--- src/rtl/data_path.sv ---
// 16x16 register file + ALU; flags and result are combinational, register/carry update 1 cycle.
// No backpressure: the controlling FSM presents one operation per cycle.
module data_path (
  input  logic        clk,
  input  logic        reset,
  input  logic [15:0] wEnable,
  input  logic [15:0] Imm_in,
  input  logic [7:0]  opcode,
  input  logic [3:0]  Rdest_select,
  input  logic [3:0]  Rsrc_select,
  input  logic        Imm_select,
  output logic [4:0]  Flags_out
);

  typedef enum logic [3:0] {
    OP_NONE, OP_NOP, OP_AND, OP_OR, OP_XOR, OP_NOT, OP_ADD, OP_ADDC,
    OP_SUB, OP_CMP, OP_MOV, OP_LSH, OP_ARSH, OP_RSH
  } op_t;

  logic [15:0] r0, r1, r2, r3, r4, r5, r6, r7;
  logic [15:0] r8, r9, r10, r11, r12, r13, r14, r15;
  logic [15:0] rf [16];
  logic        creg;
  op_t         op;
  logic [15:0] a, b, res;
  logic [16:0] sum17, diff17;
  logic [15:0] arsh;
  logic        c, z, f, l, n;

  assign rf = '{r0, r1, r2, r3, r4, r5, r6, r7, r8, r9, r10, r11, r12, r13, r14, r15};
  assign a  = rf[Rdest_select];
  assign b  = Imm_select ? Imm_in : rf[Rsrc_select];

  // Register form, shift group, or immediate form keyed by the high nibble
  always_comb begin
    op = OP_NONE;
    if (opcode[7:4] == 4'h0) begin
      case (opcode[3:0])
        4'h0: op = OP_NOP;
        4'h1: op = OP_AND;
        4'h2: op = OP_OR;
        4'h3: op = OP_XOR;
        4'h4: op = OP_NOT;
        4'h5, 4'h6: op = OP_ADD;
        4'h7: op = OP_ADDC;
        4'h9: op = OP_SUB;
        4'hB: op = OP_CMP;
        4'hD: op = OP_MOV;
        default: op = OP_NONE;
      endcase
    end else if (opcode[7:4] == 4'h8) begin
      case (opcode[3:0])
        4'h0, 4'h1, 4'h4: op = OP_LSH;
        4'h2, 4'h3, 4'h6: op = OP_ARSH;
        4'h8, 4'h9, 4'hA, 4'hB: op = OP_RSH;
        default: op = OP_NONE;
      endcase
    end else begin
      case (opcode[7:4])
        4'h1: op = OP_AND;
        4'h2: op = OP_OR;
        4'h3: op = OP_XOR;
        4'h5, 4'h6: op = OP_ADD;
        4'h7: op = OP_ADDC;
        4'h9: op = OP_SUB;
        4'hB: op = OP_CMP;
        4'hD: op = OP_MOV;
        default: op = OP_NONE;
      endcase
    end
  end

  assign sum17  = {1'b0, a} + {1'b0, b} + {16'd0, (op == OP_ADDC) & creg};
  assign diff17 = {1'b0, a} - {1'b0, b};
  assign arsh   = 16'($signed(a) >>> b[3:0]);

  always_comb begin
    res = 16'h0000;
    c = 1'b0; z = 1'b0; f = 1'b0; l = 1'b0; n = 1'b0;
    case (op)
      OP_AND:  res = a & b;
      OP_OR:   res = a | b;
      OP_XOR:  res = a ^ b;
      OP_NOT:  res = ~a;
      OP_ADD, OP_ADDC: begin
        res = sum17[15:0];
        c   = sum17[16];
        f   = (a[15] == b[15]) && (res[15] != a[15]);
      end
      OP_SUB, OP_CMP: begin
        res = diff17[15:0];
        c   = diff17[16];
        f   = (a[15] != b[15]) && (res[15] != a[15]);
      end
      OP_MOV:  res = b;
      OP_LSH:  res = a << b[3:0];
      OP_ARSH: res = arsh;
      OP_RSH:  res = a >> b[3:0];
      default: res = 16'h0000;
    endcase
    if (op != OP_NONE && op != OP_NOP) begin
      z = (res == 16'h0000);
      n = res[15];
    end
    // Compare reports ordering rather than arithmetic carry/overflow
    if (op == OP_CMP) begin
      c = 1'b0;
      f = 1'b0;
      z = (a == b);
      l = (a < b);
      n = ($signed(a) < $signed(b));
    end
  end

  assign Flags_out = {n, l, f, z, c};

  always_ff @(posedge clk or negedge reset) begin
    if (!reset) begin
      r0 <= '0; r1 <= '0; r2 <= '0; r3 <= '0; r4 <= '0; r5 <= '0; r6 <= '0; r7 <= '0;
      r8 <= '0; r9 <= '0; r10 <= '0; r11 <= '0; r12 <= '0; r13 <= '0; r14 <= '0; r15 <= '0;
      creg <= 1'b0;
    end else begin
      if (wEnable[0])  r0  <= res;
      if (wEnable[1])  r1  <= res;
      if (wEnable[2])  r2  <= res;
      if (wEnable[3])  r3  <= res;
      if (wEnable[4])  r4  <= res;
      if (wEnable[5])  r5  <= res;
      if (wEnable[6])  r6  <= res;
      if (wEnable[7])  r7  <= res;
      if (wEnable[8])  r8  <= res;
      if (wEnable[9])  r9  <= res;
      if (wEnable[10]) r10 <= res;
      if (wEnable[11]) r11 <= res;
      if (wEnable[12]) r12 <= res;
      if (wEnable[13]) r13 <= res;
      if (wEnable[14]) r14 <= res;
      if (wEnable[15]) r15 <= res;
      if (op == OP_ADD || op == OP_ADDC || op == OP_SUB) creg <= c;
    end
  end

endmodule

--- config.mk ---
export PLATFORM = sky130hd
export DESIGN_NAME = data_path
export DESIGN_NICKNAME = d
export VERILOG_FILES = /design/src/rtl/data_path.sv
export SDC_FILE = /design/constraint.sdc
export NUM_CORES = 1
export LEC_CHECK = 0
export CAP_MARGIN = 30
export CORE_MARGIN = 4
export CORE_UTILIZATION = 50
export CTS_BUF_LIST = sky130_fd_sc_hd__clkbuf_8
export DETAILED_ROUTE_END_ITERATION = 8
export GPL_TIMING_DRIVEN = 0
export PLACE_DENSITY = 0.68
export SKIP_LAST_GASP = 1
export SYNTH_ARGS = -nofsm -noshare
export SYNTH_HDL_FRONTEND = slang
export SYNTH_SLANG_ARGS = --single-unit
--- constraint.sdc ---
create_clock -name clk -period 7.95 [get_ports clk]
set_input_delay 1.59 -clock clk [delete_from_list [all_inputs] [get_ports clk]]
set_output_delay 1.59 -clock clk [all_outputs]
set_load 0.05 [all_outputs]
Yosys cells after proc, flatten, opt, wreduce, memory -nomap -nowiden
Memory sizes are Yosys's and may differ from the RTL's. Index checks and enable logic that the tools add are counted.

Reductions and logical operators: 10. Mux-type cells: 19. Equality and inequality tests: 19. Add/sub/neg operators: 3. Bitwise gates (word level): 7. Shift-type cells: 3. Magnitude comparators: 4.

Operator list (count): one-hot mux 16 bit (10 select lines) (1); binary-select mux 16 bit (select 4 bit) (2); two-way mux 16 bit (5); less-than comparator 16 bit (2); equality test 4 bit, second input constant (7); adder 16 x 16 -> 17 bit (1); adder 17 x 1 -> 17 bit (1); subtractor 16 x 16 -> 17 bit (1); AND 16 bit (1); equality test 16 bit (1); equality test 4 x 3 -> 1 bit, second input constant (4); zero test 16 bit (1); inverter 16 bit (1); OR 16 bit (1); << shifter 16 x 4 -> 16 bit (1); right shift 16 x 4 -> 16 bit (1); >>> shifter 16 x 4 -> 16 bit (1); bitwise XOR 16 bit (1); greater-or-equal comparator 5 bit, second input constant (2); inverter 4 -> 5 bit (2); equality test 4 x 2 -> 1 bit, second input constant (2); two-way mux 4 bit (2); two-way mux 1 bit (7); zero test 4 bit (1); other kinds (9) (16).

Input port bits: 51. Bits in registers: 257. ROM bits: 192. Memories: 3. Logic and storage cells: 85. Output and inout bits: 5.

Memories: (name not given) (depth 16, bits a word 4, rd ports 1, clocked after Yosys merged registers in 0, write ports 0, RTL line 38) `case (opcode[3:0])`; (name not given) (depth 16, bits a word 4, rd ports 1, clocked after Yosys merged registers in 0, write ports 0, RTL line 52) `case (opcode[3:0])`; (name not given) (depth 16, bits a word 4, rd ports 1, clocked after Yosys merged registers in 0, write ports 0, RTL line 59) `case (opcode[7:4])`.

Depth between registers and ports, before layout
Gate-level depths: netlist of the first run.

Depth after elaboration: 11. Mapped depth: 28. Mapped depth without buffers: 22.

Worst setup path after synthesis of the first run
Ideal clock, no wire load.

Path type: input-to-output. Start point: input port Rdest_select[1]. End point: output port Flags_out[1]. Arrival time: 6400 ps. Stages: 22. Path buffers: 4. Setup slack: -40 ps. Cell sequence: buf_2 clkbuf_1 clkbuf_1 mux4_2 mux4_2 inv_2 ha_1 inv_1 fa_1 a21o_1 a21o_1 a31oi_1 o31ai_1 a311o_1 a21oi_1 o21ai_0 xnor2_1 o22ai_1 nor3_2 nand4_1 o21ai_1 buf_4.

Cells in the longest elaborated chain, start to end: 10.

RTL lines: start: declaration (RTL line 9) `input logic [3:0] Rdest_select,`; inverter 4 -> 5 bit (implied by the code) * (RTL line 31) `assign a = rf[Rdest_select];`; binary-select mux 16 bit (select 4 bit) * (RTL line 31); two-way mux 16 bit (implied by the code) * (2 in a row) (RTL line 31); adder 16 x 16 -> 17 bit (RTL line 73) `assign sum17 = {1'b0, a} + {1'b0, b} + {16'd0, (op == OP_ADDC) & creg};`; adder 17 x 1 -> 17 bit (RTL line 73); one-hot mux 16 bit (10 select lines) (RTL line 80) `case (op)`; zero test 16 bit (RTL line 102) `z = (res == 16'h0000);`; two-way mux 1 bit (RTL line 101) `if (op != OP_NONE && op != OP_NOP) begin`; two-way mux 1 bit * (RTL line 106) `if (op == OP_CMP) begin`; end: declaration (RTL line 12) `output logic [4:0] Flags_out`.

Every way passes the cells marked *; elsewhere a longest branch is shown, timed or not. The select of a mux whose other input is x is not followed.

Worst setup path in the final report of the first run
Start point: input port opcode[0]. End point: output port Flags_out[1].

Cells in the longest elaborated chain, start to end: 10.

RTL lines: start: declaration (RTL line 8) `input logic [7:0] opcode,`; memory read (16 x 4 bit); two-way mux 4 bit (RTL line 51) `end else if (opcode[7:4] == 4'h8) begin`; two-way mux 4 bit * (RTL line 37) `if (opcode[7:4] == 4'h0) begin`; equality test 4 x 3 -> 1 bit (RTL line 73, 80); AND 1 bit (RTL line 73); adder 17 x 1 -> 17 bit (RTL line 73); one-hot mux 16 bit (10 select lines) (RTL line 80); zero test 16 bit (RTL line 102); two-way mux 1 bit (RTL line 101); two-way mux 1 bit * (RTL line 106).

Every way passes the cells marked *; elsewhere a longest branch is shown, timed or not.

==> results of run 1 <==
[registers in the layout (all words and copies together), names as in the netlist, 16 cells and up]
| register | count |
|---|---|
| r0 | 16 |
| r1 | 16 |
| r10 | 16 |
| r11 | 16 |
| r12 | 16 |
| r13 | 16 |
| r14 | 16 |
| r15 | 16 |
| r2 | 16 |
| r3 | 16 |
| r4 | 16 |
| r5 | 16 |
| r6 | 16 |
| r7 | 16 |
| r8 | 16 |
| r9 | 16 |
[final cells by class]
class / count / area [um^2]
multi-input cells: 1355 / 11100
clock buffers: 57 / 785
well taps: 455 / 569
fillers: 2978 / 13200
flip-flops and latches: 257 / 6430
plain buffers: 150 / 1150
inverters: 57 / 231
clock inverters: 16 / 124
repair buffers: 144 / 1310
[power by group through the flow]
stage	clock, uW	combinational [uW]	sequential (uW)
final	1250	4700	2350
after global routing	1320	4970	2410
after CTS	1260	4310	2320
after detailed placement	0	3930	2330
after global placement	0	3850	2280
after floorplan	0	2760	2180
[layout by cell type (no fill, tap or decap), drive strengths merged, types with 58 or more instances in the layout]
cell	netlist	final
clkbuf	99	147
o21ai	76	76
inv	56	65
nand2	68	68
mux4	148	148
buf	66	168
a21oi	305	305
nor2	321	321
ha	58	58
dfrtp	257	257
[metrics by stage]
stage | instance area [um^2] | utilization [%] | std cells | setup WS [ps]
after global routing | 21700 | 62.1 | 2491 | -168
after detailed placement | 19000 | 54.5 | 2343 | -3160
after floorplan | 17800 | - | 1834 | 5.91
after global placement | 18900 | 54.1 | 2336 | -5550
final | 21700 | 62.1 | 2491 | -58.8
after CTS | 21100 | 60.4 | 2455 | -83.1
[routing by layer]
layer  share of wire [%]  vias up
li1                    -     7161
met5                   0        -
met3                 8.4      266
met1                  36     8240
met4                 7.6        0
met2                  48     1008
[kinds of logic (layout without fill, tap and decap cells)]
family | after synthesis | count (layout) | synth area share (%)
compound gates | 568 | 568 | 19.8
xor+xnor | 6 | 6 | 0.295
fa+ha+maj | 61 | 61 | 4.40
buf+inv | 222 | 424 | 5.60
flops | 257 | 257 | 36.0
mux | 182 | 182 | 20.6
simple gates | 538 | 538 | 13.2
[critical path, cell delays in order]
cell and delay [ps]:
buf_12 90, inv_8 40, ha_4 140, and2_4 120
o311a_1 330, o211ai_1 310, buf_4 200, and3_4 230
nand3_4 90, fa_2 400, inv_2 80, fa_2 200
inv_2 50, o21ai_2 130, a31oi_2 120, buf_4 160
o31ai_4 250, a31o_4 230, nor2_4 40, a22o_1 230
o31ai_2 310, and4_4 290, and2_4 130, nand4_1 180
o21ai_2 270, buf_8 180
[timing repair]
item                                   CTS  global route
setup buffers                           49            40
endpoints found under the hold margin    0             0
setup endpoints to repair               29             5
gates resized for setup                267            97
cloned                                   0             1
pin swaps                               39            40
[path summary, 6_finish.rpt]
kind	startpoint	endpoint	slack, ps	cells past startpoint
min in group asynchronous	reset	r12[1]	840	1
max	opcode[0]	Flags_out[1]	-60	26
max in group asynchronous	reset	r6[10]	5700	3
max reg2reg	r15[0]	r0[14]	2850	22
min	r6[8]	r6[8]	550	2
min reg2reg	r6[8]	r6[8]	550	2
[cells in the mapped netlist, types with 11 or more instances]
cell type  number
a211oi_1       13
a21o_1         13
a21oi_1       304
and3_1         12
buf_1          11
buf_2          31
buf_4          14
clkbuf_1       99
dfrtp_1       257
ha_1           58
inv_1          46
mux2i_1        29
mux4_2        148
nand2_1        67
nand2b_1       12
nand3_1        50
nor2_1        321
nor3_1         19
o211ai_1       20
o21ai_0        47
o21ai_1        26
o221ai_1       14
o22ai_1        23
==> metrics.txt, run 1 <==
area leader, netlist=dfrtp_1; wire length of the first global-routing pass=105000 um; share of post-route cells with drive strength above 1=25.9%; P_sw=3720 uW; Seq/Total Area, Yosys=36.0%; EDFF count, synth=0; Net count, final=2118; antenna violations before repair=0; Post-Synthesis Cells=1834; Final Power=8300 uW; Die ar.=38800 um^2; WS Path Type=primary input to output port; Max Clock Skew=19.4 ps; grt met2 use=60.6%; TritonCTS clock tree=done; largest net degree at the start of global routing=125; Yosys top cell area share=36.0%; Area growth, synth to finish=21.4%; Antenna Diode Count=0; yosys warns=0; Initial Util=51.2%; Ports=56; failing checks=negative setup slack; syn nets=1946; worst path arrival time=6420 ps; relative slew slack=27.5%; Final Max Tran Viols=0; CP Launch Type=primary input; CTS Root Cell=clkbuf_8; Synth area leaders=dfrtp_1, mux4_2, a21oi_1; final setup fails=1; final global-route overflow total=0; Tot GR Track Use=36.1%; Final GP Congestion=0.996; DP Wirelength=53000 um; vias per cell=6.69; Switching Share=44.8%; Setup TNS=-58.8 ps; via count=16700; Fmax achieved=125 MHz; logic gate share of total power=56.6%; vias in the first global route=16400; CTS Buf Count=41; Min-Delay Path Class=register to register; worst setup margin=-58.8 ps; Worst-Skew Late Latency=570 ps; Core ar.=34900 um^2; H-tree levels=2; DRT Wirelength=71500 um; Port Buffers=47; FF+latch count, synth=257; Tcrit/Tclk final=101%; clock tree buffer depth=3; leak pwr=0.00881 uW; grt met1 use=44.2%; met3 Use GR=5.90%; DR WL/cell=28.7 um; Netlist cell types=82; Synth Flop Type=dfrtp_1; first drt pass iteration count=6; RSZ-0062 raised after global routing=true; CTS Sinks=257; hold_ws=551 ps; GR peak layer=met2; # DRC=0; CP Max Fanout=5; final worst path period need=8010 ps; drt initial violations=2229; Die H=197 um; highest ir drop seen on vdd=0.202 mV; crit end category=output port; PD cells=383 nW/um^2; Post-Syn Area=17800 um^2; cts-stage hold buffer count=0; die width=197 um; Reg power frac=28.3%; outcome=complete, but fails checks; Slew @ Worst Pin=1080 ps; final hold vios=0; clock-pin slew on the worst setup and hold paths=60 ps; Post-Syn Area per Cell=9.73 um^2; internal power=4580 uW; ys async rst share=100%; Critical Path RT=6360 ps; Clock power frac=15.1%; Routed Antenna Nets=0; Max Cap Viol=0; Rows=68
(Power assumes the default switching activity.)
==> run 2, diff against run 1 <==
--- a/config.mk
+++ b/config.mk
@@ -9,8 +9,10 @@
 export CORE_MARGIN = 4
 export CORE_UTILIZATION = 50
 export CTS_BUF_LIST = sky130_fd_sc_hd__clkbuf_8
+export CTS_CLUSTER_DIAMETER = 40
 export DETAILED_ROUTE_END_ITERATION = 8
 export GPL_TIMING_DRIVEN = 0
+export HOLD_SLACK_MARGIN = 0.02
 export PLACE_DENSITY = 0.68
 export SKIP_LAST_GASP = 1
 export SYNTH_ARGS = -nofsm -noshare
==> results of run 2 <==
Same layout as run 1: the final DEF is identical, and so are final timing and power.
==> run 3, diff against run 2 <==
--- a/config.mk
+++ b/config.mk
@@ -11,7 +11,6 @@
 export CTS_BUF_LIST = sky130_fd_sc_hd__clkbuf_8
 export CTS_CLUSTER_DIAMETER = 40
 export DETAILED_ROUTE_END_ITERATION = 8
-export GPL_TIMING_DRIVEN = 0
 export HOLD_SLACK_MARGIN = 0.02
 export PLACE_DENSITY = 0.68
 export SKIP_LAST_GASP = 1
==> run 3 against run 2 <==
Against the previous run: the flow now finishes without violations; cell area decreased by 3.9%; wire length decreased by 12%; critical path depth decreased by 7; worst hold slack got worse by 1.9 ps; final cell count decreased by 2.0%; critical endpoint unchanged.
==> metrics.txt, run 3 (same netlist as run 1, synthesis figures left out) <==
cts-stage hold buffer count=0 (unchanged); final setup fails=0 (was 1); Final Max Tran Viols=0 (unchanged); H-tree levels=2 (unchanged); antenna violations before repair=1 (was 0); Tcrit/Tclk final=98.0% (was 101%); GR peak layer=met2 (unchanged); Port Buffers=55 (was 47); Antenna Diode Count=0 (unchanged); via count=16100 (was 16700); Min-Delay Path Class=register to register (unchanged); DRT Wirelength=63100 um (was 71500 um); largest net degree at the start of global routing=182 (was 125); most frequent cells in the layout=nor2_1, a21oi_1, dfrtp_1, buf_4, mux4_2 (was nor2_1, a21oi_1, dfrtp_1, mux4_2, buf_4); Final Util=59.7% (was 62.1%); CTS Root Cell=clkbuf_8 (unchanged); Fmax achieved=128 MHz (was 125 MHz); first drt pass iteration count=6 (unchanged); Max Cap Viol=0 (unchanged); leak pwr=0.00873 uW (was 0.00881 uW); PD cells=382 nW/um^2 (was 383 nW/um^2); Die ar.=38800 um^2 (unchanged); worst setup margin=160 ps (was -58.8 ps); Setup TNS=0 ps (was -58.8 ps); clock tree buffer depth=3 (unchanged); drt initial violations=1908 (was 2229); # DRC=0 (unchanged); Final Power=7950 uW (was 8300 uW); clock-pin slew on the worst setup and hold paths=50 ps (was 60 ps); Slew @ Worst Pin=1080 ps (about the same); CP Max Fanout=17 (was 5); Max Clock Skew=19.8 ps (was 19.4 ps); wire length of the first global-routing pass=95700 um (was 105000 um); dpl ws=-216 ps (was -3160 ps); Final GP Congestion=1.07 (was 0.996); DP Wirelength=44600 um (was 53000 um); DR WL/cell=25.8 um (was 28.7 um); final hold vios=0 (unchanged); Routed Antenna Nets=0 (unchanged); Ports=56 (unchanged); Worst-Skew Late Latency=570 ps (about the same); met3 Use GR=7.26% (was 5.90%); dpl cell area=19700 um^2 (was 19000 um^2); grt met2 use=51.1% (was 60.6%); Area growth, synth to finish=16.8% (was 21.4%); crit end category=output port (unchanged); vias per cell=6.60 (was 6.69); Critical Path RT=6360 ps (about the same); most common cell after layout, fill and taps aside=nor2_1 (unchanged); share of post-route cells with drive strength above 1=24.4% (was 25.9%); TritonCTS clock tree=done (unchanged); die width=197 um (unchanged); Initial Util=51.2% (unchanged); final global-route overflow total=0 (unchanged); outcome=finished clean (was complete, but fails checks); highest ir drop seen on vdd=0.243 mV (was 0.202 mV); Rows=68 (unchanged); CTS Buf Count=45 (was 41); CTS Sinks=257 (unchanged); Net count, final=2069 (was 2118); final worst path period need=7790 ps (was 8010 ps); relative slew slack=27.8% (was 27.5%); vias in the first global route=15900 (was 16400); CP Launch Type=primary input (unchanged); worst path arrival time=6200 ps (was 6420 ps); final instance area=20800 um^2 (was 21700 um^2); Core ar.=34900 um^2 (unchanged); Tot GR Track Use=32.3% (was 36.1%); WS Path Type=primary input to output port (unchanged); grt met1 use=44.3% (was 44.2%); Die H=197 um (unchanged); Hold Crit Depth=2 (unchanged); worst-case reg-to-reg path depth=18 (was 22)
run 3: cell types whose count changed in the layout (fill, tap and decap cells not counted), sizes merged:
cell,previous run,this run
clkdlybuf4s50,32,36
dlymetal6s2s,0,7
bufinv,2,1
clkdlybuf4s18,1,0
inv,65,68
clkdlybuf4s15,2,0
buf,168,197
clkinvlp,2,3
clkbuf,147,58
run 3: per-layer routing:
layer / share of wire [%] / vias to the layer above
met5: 0.021 / -
met4: 3.9 / 2
met3: 9.7 / 163
met2: 47 / 889
met1: 39 / 8022
li1: - / 7039
run 3: worst max-delay path, stage by stage:
cell       delay [ps]
buf_6             180
buf_12            210
mux4_2            520
mux4_2            540
mux2i_1           240
buf_4             190
ha_1              300
buf_4             160
a21oi_1           200
a21oi_1           140
a2111oi_2         370
a21oi_1           160
a2111oi_4         370
and3_1            210
and3_1            160
nand4_1           150
o21ai_2           190
buf_4             140
buf_12            120
run 3: area by class of cell:
cell class,count,area [um^2]
Clock buffer,58,798
Clock inverter,19,124
Fill cell,2985,14100
Inverter,57,214
Multi-Input combinational cell,1355,10600
Sequential cell,257,6430
Tap cell,455,569
Timing Repair Buffer,241,2090
run 3: power breakdown:
group	switching (uW)	leakage (uW)	total, uW	internal (uW)
Sequential	430	0.00298	2320	1890
Clock	547	0.000510	1230	685
Combinational	2480	0.00524	4400	1910
Total	3460	0.00873	7950	4490
run 3: final timing paths:
check | startpoint | slack, ps | to
setup / recovery | Rsrc_select[0] | 160 | Flags_out[1]
hold / removal | r12[9] | 550 | r12[9]
setup reg to reg | r3[0] | 3170 | r6[14]
hold reg to reg | r12[9] | 550 | r12[9]
max in group asynchronous | reset | 5490 | r2[12]
min in group asynchronous | reset | 1000 | r5[4]
run 3: what timing repair did:
action / in CTS / in global routing
gates resized for setup: 17 / 41
setup buffers: 3 / 1
pin swaps: 10 / 15
endpoints found under the setup margin: 4 / 4
run 3: through the flow:
stage	hold slack, ps	cells
finish	549	2442
global route	568	2442
CTS	549	2441
floorplan	504	1834
detailed placement	537	2361
global placement	522	2361
